**config.mk**
```make
export PLATFORM = sky130hd
export DESIGN_NAME = hazard_ctrl
export DESIGN_NICKNAME = d
export VERILOG_FILES = /design/src/rtl/hazard_pkg.sv /design/src/rtl/hazard_ctrl_fwd_select.sv /design/src/rtl/hazard_ctrl.sv
export SDC_FILE = /design/constraint.sdc
export NUM_CORES = 1
export LEC_CHECK = 0
export CORE_UTILIZATION = 35
export DETAILED_ROUTE_END_ITERATION = 6
export PLACE_DENSITY = 0.7
export SYNTH_ARGS = -nofsm -noshare
export SYNTH_HDL_FRONTEND = slang
export SYNTH_SLANG_ARGS = --single-unit
export TNS_END_PERCENT = 1
```
**constraint.sdc**
```tcl
create_clock -name clk -period 2.5 [get_ports clk]
set_input_delay 0.375 -clock clk [delete_from_list [all_inputs] [get_ports clk]]
set_output_delay 0.375 -clock clk [all_outputs]
set_load 0.05 [all_outputs]
```
**src/rtl/hazard_pkg.sv**
```systemverilog
// Shared types for the pipeline hazard controller: forwarding selects,
// MEM-stage handshake states and the hard-wired zero register.
package hazard_pkg;

  typedef enum logic [1:0] {
    FWD_RF  = 2'b00,
    FWD_WB  = 2'b01,
    FWD_MEM = 2'b10
  } fwd_sel_t;

  typedef enum logic [1:0] {
    RUN  = 2'b00,
    WAIT = 2'b01,
    ERR  = 2'b10
  } mem_state_t;

  localparam logic [4:0] REG_ZERO = 5'd0;

  // True when a producer register is non-zero and names the consumer register.
  function automatic logic reg_match(input logic [4:0] dst, input logic [4:0] src);
    return (dst != REG_ZERO) && (dst == src);
  endfunction

endpackage

```
**src/rtl/hazard_ctrl_fwd_select.sv**
```systemverilog
// Forwarding source select for one EX operand; the MEM-stage result beats WB.
module fwd_select
  import hazard_pkg::*;
(
  input  logic [4:0] src,
  input  logic [4:0] WriteReg_M,
  input  logic [4:0] WriteReg_W,
  input  logic       RegWrite_M,
  input  logic       RegWrite_W,
  output fwd_sel_t   sel
);

  // Priority select: newest producer first.
  always_comb begin
    sel = FWD_RF;
    if (RegWrite_M && reg_match(WriteReg_M, src))      sel = FWD_MEM;
    else if (RegWrite_W && reg_match(WriteReg_W, src)) sel = FWD_WB;
  end

endmodule

```
**src/rtl/hazard_ctrl.sv**
```systemverilog
// Hazard/sequencing controller for the 5-stage core: stalls, flushes,
// forwarding selects and the data-memory handshake with timeout.
// Optional perf counters (cnt_lw, cnt_br, cnt_mem) under `HAZ_PERF_CNT_EN.
module hazard_ctrl
  import hazard_pkg::*;
#(
  parameter int unsigned MEM_TIMEOUT = 255
`ifdef HAZ_PERF_CNT_EN
  ,
  parameter int unsigned CNT_W = 32
`endif
) (
  input  logic       clk,
  input  logic       rst_n,
  input  logic [4:0] RsD,
  input  logic [4:0] RtD,
  input  logic [4:0] RsE,
  input  logic [4:0] RtE,
  input  logic [4:0] WriteReg_E,
  input  logic [4:0] WriteReg_M,
  input  logic [4:0] WriteReg_W,
  input  logic       RegWrite_E,
  input  logic       RegWrite_M,
  input  logic       RegWrite_W,
  input  logic       MemToReg_E,
  input  logic       MemToReg_M,
  input  logic       BranchD,
  input  logic       RedirectD,
  input  logic       mem_req_M,
  input  logic       dmem_ack,
  output logic       dmem_req,
  output logic       StallF,
  output logic       StallD,
  output logic       StallE,
  output logic       StallM,
  output logic       FlushD,
  output logic       FlushE,
  output logic       FlushW,
  output logic [1:0] ForwardAE,
  output logic [1:0] ForwardBE,
  output logic       ForwardAD,
  output logic       ForwardBD,
  output logic       mem_err
`ifdef HAZ_PERF_CNT_EN
  ,
  output logic [CNT_W-1:0] cnt_lw,
  output logic [CNT_W-1:0] cnt_br,
  output logic [CNT_W-1:0] cnt_mem
`endif
);

  localparam int unsigned TW = $clog2(MEM_TIMEOUT);
  localparam logic [TW-1:0] TIMER_LAST = TW'(MEM_TIMEOUT - 1);

  mem_state_t    state, state_nxt;
  logic [TW-1:0] timer, timer_nxt;
  logic          req_fsm, stall_fsm, err_fsm;
  logic          memstall, lwstall, brstall;
  fwd_sel_t      sel_a, sel_b;

  fwd_select u_fwd_a (
    .src        (RsE),
    .WriteReg_M (WriteReg_M),
    .WriteReg_W (WriteReg_W),
    .RegWrite_M (RegWrite_M),
    .RegWrite_W (RegWrite_W),
    .sel        (sel_a)
  );

  fwd_select u_fwd_b (
    .src        (RtE),
    .WriteReg_M (WriteReg_M),
    .WriteReg_W (WriteReg_W),
    .RegWrite_M (RegWrite_M),
    .RegWrite_W (RegWrite_W),
    .sel        (sel_b)
  );

  // ID branch-compare forwarding and load-use / branch data hazards.
  always_comb begin
    ForwardAE = sel_a;
    ForwardBE = sel_b;
    ForwardAD = RegWrite_M && reg_match(RsD, WriteReg_M);
    ForwardBD = RegWrite_M && reg_match(RtD, WriteReg_M);
    lwstall   = MemToReg_E && (RtE != REG_ZERO) && ((RtE == RsD) || (RtE == RtD));
    brstall   = BranchD &&
                ((RegWrite_E && (reg_match(WriteReg_E, RsD) || reg_match(WriteReg_E, RtD))) ||
                 (MemToReg_M && (reg_match(WriteReg_M, RsD) || reg_match(WriteReg_M, RtD))));
  end

  // Handshake state and timeout counter.
  always_ff @(posedge clk or negedge rst_n) begin
    if (!rst_n) begin
      state <= RUN;
      timer <= '0;
    end else begin
      state <= state_nxt;
      timer <= timer_nxt;
    end
  end

  // Handshake next-state and per-state request/stall/error terms.
  // The ack cycle in WAIT does not stall: the access completes and M must
  // advance, otherwise the held load would re-request in RUN.
  always_comb begin
    state_nxt = state;
    timer_nxt = timer;
    req_fsm   = 1'b0;
    stall_fsm = 1'b0;
    err_fsm   = 1'b0;
    case (state)
      RUN: begin
        req_fsm   = mem_req_M;
        stall_fsm = mem_req_M && !dmem_ack;
        if (mem_req_M && !dmem_ack) begin
          state_nxt = WAIT;
          timer_nxt = '0;
        end
      end
      WAIT: begin
        req_fsm   = 1'b1;
        stall_fsm = !dmem_ack;
        if (dmem_ack)                 state_nxt = RUN;
        else if (timer == TIMER_LAST) state_nxt = ERR;
        else                          timer_nxt = timer + TW'(1);
      end
      ERR: begin
        err_fsm = 1'b1;
      end
      default: state_nxt = RUN;
    endcase
  end

  // Pipeline control; FSM-derived terms are forced low while reset is held.
  always_comb begin
    dmem_req = rst_n && req_fsm;
    memstall = rst_n && stall_fsm;
    mem_err  = rst_n && err_fsm;
    StallF   = lwstall || brstall || memstall || mem_err;
    StallD   = StallF;
    StallE   = memstall || mem_err;
    StallM   = StallE;
    FlushW   = memstall;
    FlushE   = (lwstall || brstall) && !memstall && !mem_err;
    FlushD   = RedirectD && !StallD;
  end

`ifdef HAZ_PERF_CNT_EN
  // Saturating stall-cycle counters.
  always_ff @(posedge clk or negedge rst_n) begin
    if (!rst_n) begin
      cnt_lw  <= '0;
      cnt_br  <= '0;
      cnt_mem <= '0;
    end else begin
      if (lwstall  && (cnt_lw  != '1)) cnt_lw  <= cnt_lw  + CNT_W'(1);
      if (brstall  && (cnt_br  != '1)) cnt_br  <= cnt_br  + CNT_W'(1);
      if (memstall && (cnt_mem != '1)) cnt_mem <= cnt_mem + CNT_W'(1);
    end
  end
`endif

endmodule

```
==> results of run 1 <==
[synth_stat cells, drive strengths merged, types with 2 or more instances]
cell type,instances
clkbuf,10
nor4,4
nor3b,2
and4,2
o21ai,7
nand4,2
a211oi,2
nand3,11
buf,3
xnor2,29
inv,4
nor3,5
nand2,7
o22ai,2
nor2,8
dfrtp,10
nor4b,2
a21oi,3
xor2,24
or3,3
ha,2
or4,7
[report_power, final]
part | switching [mW] | internal (mW)
registers | 0.0240 | 0.181
clock network | 0.0585 | 0.138
logic | 0.191 | 0.201
[per-stage QoR]
| stage | total power, mW | cells | setup WS, ps |
|---|---|---|---|
| floorplan | 0.407 | 161 | -160 |
| global placement | 0.576 | 272 | 7.44 |
| detailed placement | 0.590 | 272 | -67.4 |
| CTS | 0.794 | 276 | 0.345 |
| global route | 0.841 | 276 | -82.9 |
| finish | 0.794 | 276 | -34.2 |
[flip-flops by register name (all words and copies together) (netlist names)]
name,flops
state,2
timer,8
[final cells by class]
cell class	instances	area share
multi-input combinational	134	0.462
timing repair buffer	78	0.376
inverter	4	0.00645
tap	46	0.0247
sequential	10	0.107
clock buffer	4	0.0236
[worst paths after layout]
| path | startpoint | end | slack [ps] | cells after the start |
|---|---|---|---|---|
| max | WriteReg_M[0] | ForwardBE[1] | -30 | 7 |
| min reg2reg | timer[1] | timer[1] | 550 | 1 |
| min | timer[1] | timer[1] | 550 | 1 |
| max in group asynchronous | rst_n | timer[6] | 1810 | 2 |
| max reg2reg | state[1] | timer[6] | 520 | 5 |
| min in group asynchronous | rst_n | timer[7] | 560 | 2 |
[cell families (layout without fill, tap and decap cells)]
family	count (synthesis)	in the layout	synth area share
and+or+nand+nor	58	58	0.261
DFF	10	10	0.194
xor gates and xnor gates	53	53	0.359
AOI/OAI and AO/OA	21	21	0.106
adders and majority gates	2	2	0.0194
buffers and inverters	17	86	0.0610
[worst max-delay path, delay by kind of cell]
family	cells	cell delay [ps]
and+or+nand+nor	4	800
buffers and inverters	3	970
[what timing repair did]
item / CTS / global route
pin swaps: 0 / 3
hold buffers: 0 / 0
gates resized for setup: 5 / 11
setup endpoints to repair: 3 / 8
[per-layer routing]
metal | wire, um | track usage | vias to the layer above
li1 | - | - | 704
met1 | 1780 | 0.277 | 680
met2 | 2170 | 0.387 | 68
met3 | 258 | 0.0420 | 14
met4 | 83 | 0.0785 | 0
met5 | 0 | 0 | -
==> results.py, run 1 <==
metrics = {
    "placement": {
        "placed_area_mm2": 0.00220,
        "gp_congestion": 0.867,
        "dpl.hpwl_um": 3600,
        "portBuffers": 60,
    },
    "final_layout": {
        "final_cell_mix": "38 x clkdlybuf4s50_1, 29 x xnor2_1, 24 x xor2_1",
        "antenna_cells": 0,
        "seqCellArea_um2": 250,
        "nFillCells": 264,
        "stdcell_area_mm2": 0.00233,
        "multiInputGateArea_mm2": 0.00108,
        "drive_above_1_share": 0.235,
        "final_nets": 279,
        "area_growth_pct": 80.2,
        "mostFrequentLayoutCell": "clkdlybuf4s50_1",
        "post-route-util": 0.676,
    },
    "worst_setup_path": {
        "required_ps": 2120,
        "max_stage_delay_ps": 630,
        "crit_type": "primary input to primary output",
        "arrival_ps": 2160,
        "cp_common_cell": "nand2_1",
        "slowest_stage": "clkdlybuf4s50_1",
        "cp-end-kind": "primary output",
        "path_cells": "clkdlybuf4s50_1 -> nor2_1 -> nand2_1 -> nand2_1 -> nor4_2 -> buf_4 -> buf_12",
        "critPathMaxFanout": 5,
        "start_kind": "primary input",
    },
    "flow_run": {
        "drv_cap": 0,
    },
    "routing": {
        "wirelength_um": 4290,
        "drt_first_pass_iters": 4,
        "postRouteAntennaNets": 0,
        "vias_per_cell": 5.31,
        "vias": 1466,
        "wl_per_cell_um": 15.6,
        "dr.first_iter.drc_count": 86,
        "drc": 0,
    },
    "power": {
        "total_leakage_power_nw": 0.924,
        "power_density_mw_per_mm2": 341,
        "vdd_drop_max_mv": 0.356,
    },
    "synthesis": {
        "synthTopCellsByArea": "xnor2_1 20%, dfrtp_1 19%, xor2_1 16%",
        "synth_ff_type": "dfrtp_1",
        "yosys.area.top_type": "xnor2_1",
        "yosys_warnings": 0,
        "ys_seq_elements": 10,
        "synth_area_mm2": 0.00129,
        "postSynthCellCount": 161,
        "ys_types": 35,
        "synth-edff-count": 0,
        "synth_top_area_share": 0.197,
        "async_flop_share": 1.00,
        "ys_seq_area_frac": 0.194,
        "syn_nets": 209,
        "postSynthAreaPerCell_um2": 8.03,
    },
    "die": {
        "die-area_mm2": 0.00394,
        "io_pins": 61,
        "die_h_um": 62.8,
        "die_x_um": 62.8,
        "initial_utilization": 0.375,
        "core-area_mm2": 0.00344,
        "rows": 21,
    },
    "timing": {
        "layout_setup_ws_ps": -34.2,
        "layout_worst_path_cycle_share": 1.01,
        "fmax_mhz": 395,
        "worstMarginPinSlew_ps": 446,
        "slew_headroom": 0.700,
        "finalHoldViolations": 0,
        "drv_slew": 0,
        "period_minus_slack_ps": 2530,
        "skew_ps": 1.15,
        "tns_ps": -34.2,
        "rsz0062_at_grt": "yes",
        "setup_viol": 1,
        "holdWs_ps": 553,
    },
    "cts": {
        "cts_buffers": 3,
        "clkSinkCount": 10,
        "cts_tree": "built",
        "clk-insertion-delay-late_ps": 230,
        "cts_root_buffer": "clkbuf_8",
        "cts.path.max_buffers": 2,
        "postCtsSetupRepairBufs": 0,
        "cts.clk_slew.worst_paths_ps": 40,
        "cts_htree_levels": 1,
    },
    "run_status": {
        "violations": "setup timing",
        "outcome": "finished, violations left",
    },
    "global_route": {
        "antenna_found_initial": 0,
        "grt_pass1_wl_um": 7110,
        "grt_max_degree": 11,
        "gr-total-overflow": 0,
        "gr-usage-all-layers": 0.224,
        "grt_pass1_vias": 1513,
    },
    "hold_path": {
        "min_path_type": "flop to flop",
    },
}
Power figures use the tool's default switching activity.
==> inputs of run 2 (changes only) <==
--- a/config.mk
+++ b/config.mk
@@ -5,6 +5,7 @@
 export SDC_FILE = /design/constraint.sdc
 export NUM_CORES = 1
 export LEC_CHECK = 0
+export CORE_ASPECT_RATIO = 0.6
 export CORE_UTILIZATION = 35
 export DETAILED_ROUTE_END_ITERATION = 6
 export PLACE_DENSITY = 0.7
==> constraint.sdc (replaced) <==
create_clock -name clk -period 2.8 [get_ports clk]
set_input_delay 0.42 -clock clk [delete_from_list [all_inputs] [get_ports clk]]
set_output_delay 0.42 -clock clk [all_outputs]
set_load 0.05 [all_outputs]
==> run 2 against run 1 <==
  * The flow now finishes without violations
  * Hold slack hardly changed
  * Sequential power shrank 11%
  * Clock-buffer cell count down 1
  * Cell area decreased by 7.8%
  * Sequential share of layout area is 0.91 points higher
  * Utilization down 4.2 points
  * Clock skew up 2.7 ps
  * Clock power fell by 26%
  * Critical path depth stayed put
  * Global-route usage is 0.95 points higher
  * Power down 17%
  * First-iteration DRC count increased by 7.0%
  * Highest routed layer unchanged
==> results.py, run 2 (synthesized netlist as in run 1, its figures left out) <==
metrics = {
    "run_status": {
        "outcome": "completed",
    },
    "worst_setup_path": {
        "timing.rr.end": "timer[4]",
        "critPathMaxFanout": 3,
        "cp-end-kind": "primary output",
        "startpoint": "WriteReg_W[4]",
        "reg2reg_from": "state[1]",
        "start_kind": "primary input",
        "r2r_slack_ps": 860,
        "required_ps": 2380,
        "arrival_ps": 2290,
        "crit_type": "primary input to primary output",
        "rr_worst_depth": 5,
    },
    "routing": {
        "wirelength_um": 4300,
        "vias_per_cell": 5.45,
        "drc": 0,
        "drt_first_pass_iters": 4,
        "vias": 1445,
        "wl_per_cell_um": 16.2,
        "postRouteAntennaNets": 0,
        "dr.first_iter.drc_count": 92,
    },
    "cts": {
        "cts.path.max_buffers": 2,
        "hold_buffers": 0,
        "cts_buffers": 3,
        "postCtsSetupRepairBufs": 0,
        "cts_root_buffer": "clkbuf_8",
        "cts_resized": 0,
        "cts.clk_slew.worst_paths_ps": 40,
        "cts_htree_levels": 1,
        "clkSinkCount": 10,
        "clk-insertion-delay-late_ps": 230,
        "cts_tree": "built",
    },
    "final_layout": {
        "final_cell_mix": "45 x clkdlybuf4s50_1, 29 x xnor2_1, 24 x xor2_1",
        "reg_top3": "timer x8, state x2",
        "antenna_cells": 0,
        "largest_reg_flops": 8,
        "drive_above_1_share": 0.159,
        "final_nets": 270,
        "largest_register": "timer",
        "nFillCells": 291,
        "mostFrequentLayoutCell": "clkdlybuf4s50_1",
        "area_growth_pct": 66.0,
    },
    "die": {
        "die-area_mm2": 0.00395,
        "rows": 16,
        "die_h_um": 49.1,
        "initial_utilization": 0.382,
        "io_pins": 61,
        "die_x_um": 80.5,
        "core-area_mm2": 0.00338,
    },
    "power": {
        "vdd_drop_max_mv": 0.174,
        "p_clk_frac": 0.222,
        "swShare": 0.362,
        "power_frac_comb": 0.503,
        "power_switching_mw": 0.239,
        "p_int_mw": 0.422,
        "pwr-share-seq": 0.275,
        "total_leakage_power_nw": 0.806,
        "finalPower_mw": 0.661,
        "power_density_mw_per_mm2": 308,
    },
    "hold_path": {
        "min_path_type": "flop to flop",
        "min_to": "timer[0]",
        "hp-start": "timer[0]",
        "hold_depth": 1,
    },
    "global_route": {
        "gr-usage-all-layers": 0.234,
        "antenna_found_initial": 0,
        "grt_pass1_wl_um": 7070,
        "gr-total-overflow": 0,
        "grt_pass1_vias": 1403,
        "grt_max_degree": 11,
    },
    "timing": {
        "finalHoldViolations": 0,
        "holdWs_ps": 553,
        "drv_slew": 0,
        "layout_worst_path_cycle_share": 0.966,
        "period_minus_slack_ps": 2710,
        "fmax_mhz": 370,
        "tns_ps": 0,
        "slew_headroom": 0.762,
        "rsz0062_at_grt": "no",
        "layout_setup_ws_ps": 94.7,
        "setup_viol": 0,
        "skew_ps": 3.87,
        "worstMarginPinSlew_ps": 354,
    },
    "placement": {
        "dpl.hpwl_um": 3790,
        "gp_congestion": 0.950,
        "pre_cts_ws_ps": 86.1,
        "portBuffers": 60,
    },
    "flow_run": {
        "drv_cap": 0,
    },
}
-- run 2: cell types whose count changed in the layout (fill, tap and decap cells not counted), sizes merged --
cell and change:
buf -9, clkdlybuf4s50 +7, dlymetal6s2s -6, clkbuf -1, dlygate4sd2 -1
-- run 2: how the worst max path moves through the flow --
| stage | cells past startpoint | slack [ps] | endpoint |
|---|---|---|---|
| final | 7 | 90 | ForwardBE[0] |
| after global routing | 7 | 5 | FlushE |
| after CTS | 7 | 90 | FlushE |
| after detailed placement | 7 | 90 | FlushE |
| after global placement | 5 | 200 | FlushD |
| after floorplan | 6 | -290 | ForwardBE[0] |
-- run 2: critical path: stages --
cell,delay [ps]
clkdlybuf4s50_1,550
or4_1,130
o21ai_0,80
or4_1,540
nor4_1,250
buf_4,190
buf_12,130
-- run 2: per-layer routing --
| layer | global-route usage | share of wire |
|---|---|---|
| met4 | 0.0327 | 0.0079 |
| met5 | 0 | 0 |
| met1 | 0.347 | 0.46 |
| met3 | 0.0318 | 0.10 |
| met2 | 0.366 | 0.43 |
-- run 2: final cells by class --
class	instances	area, um2	share of cell area
inverters	4	15.0	0.00700
repair buffers	69	781	0.364
multi-input cells	134	1000	0.467
flip-flops and latches	10	250	0.117
clock buffers	3	41.3	0.0192
well taps	45	56.3	0.0262
-- run 2: metrics by stage --
stage | cells | cell area (um2) | util
2_1_floorplan | 161 | 1330 | -
3_3_place_gp | 262 | 2100 | 0.622
3_5_place_dp | 262 | 2100 | 0.622
4_1_cts | 265 | 2150 | 0.634
5_1_grt | 265 | 2150 | 0.634
6_report | 265 | 2150 | 0.634
-- run 2: power groups by stage --
stage / combinational, mW / sequential [mW] / clock, mW
3_5_place_dp: 0.331 / 0.184 / 0
2_1_floorplan: 0.180 / 0.179 / 0
4_1_cts: 0.333 / 0.181 / 0.152
5_1_grt: 0.358 / 0.185 / 0.155
6_report: 0.333 / 0.182 / 0.146
3_3_place_gp: 0.322 / 0.182 / 0
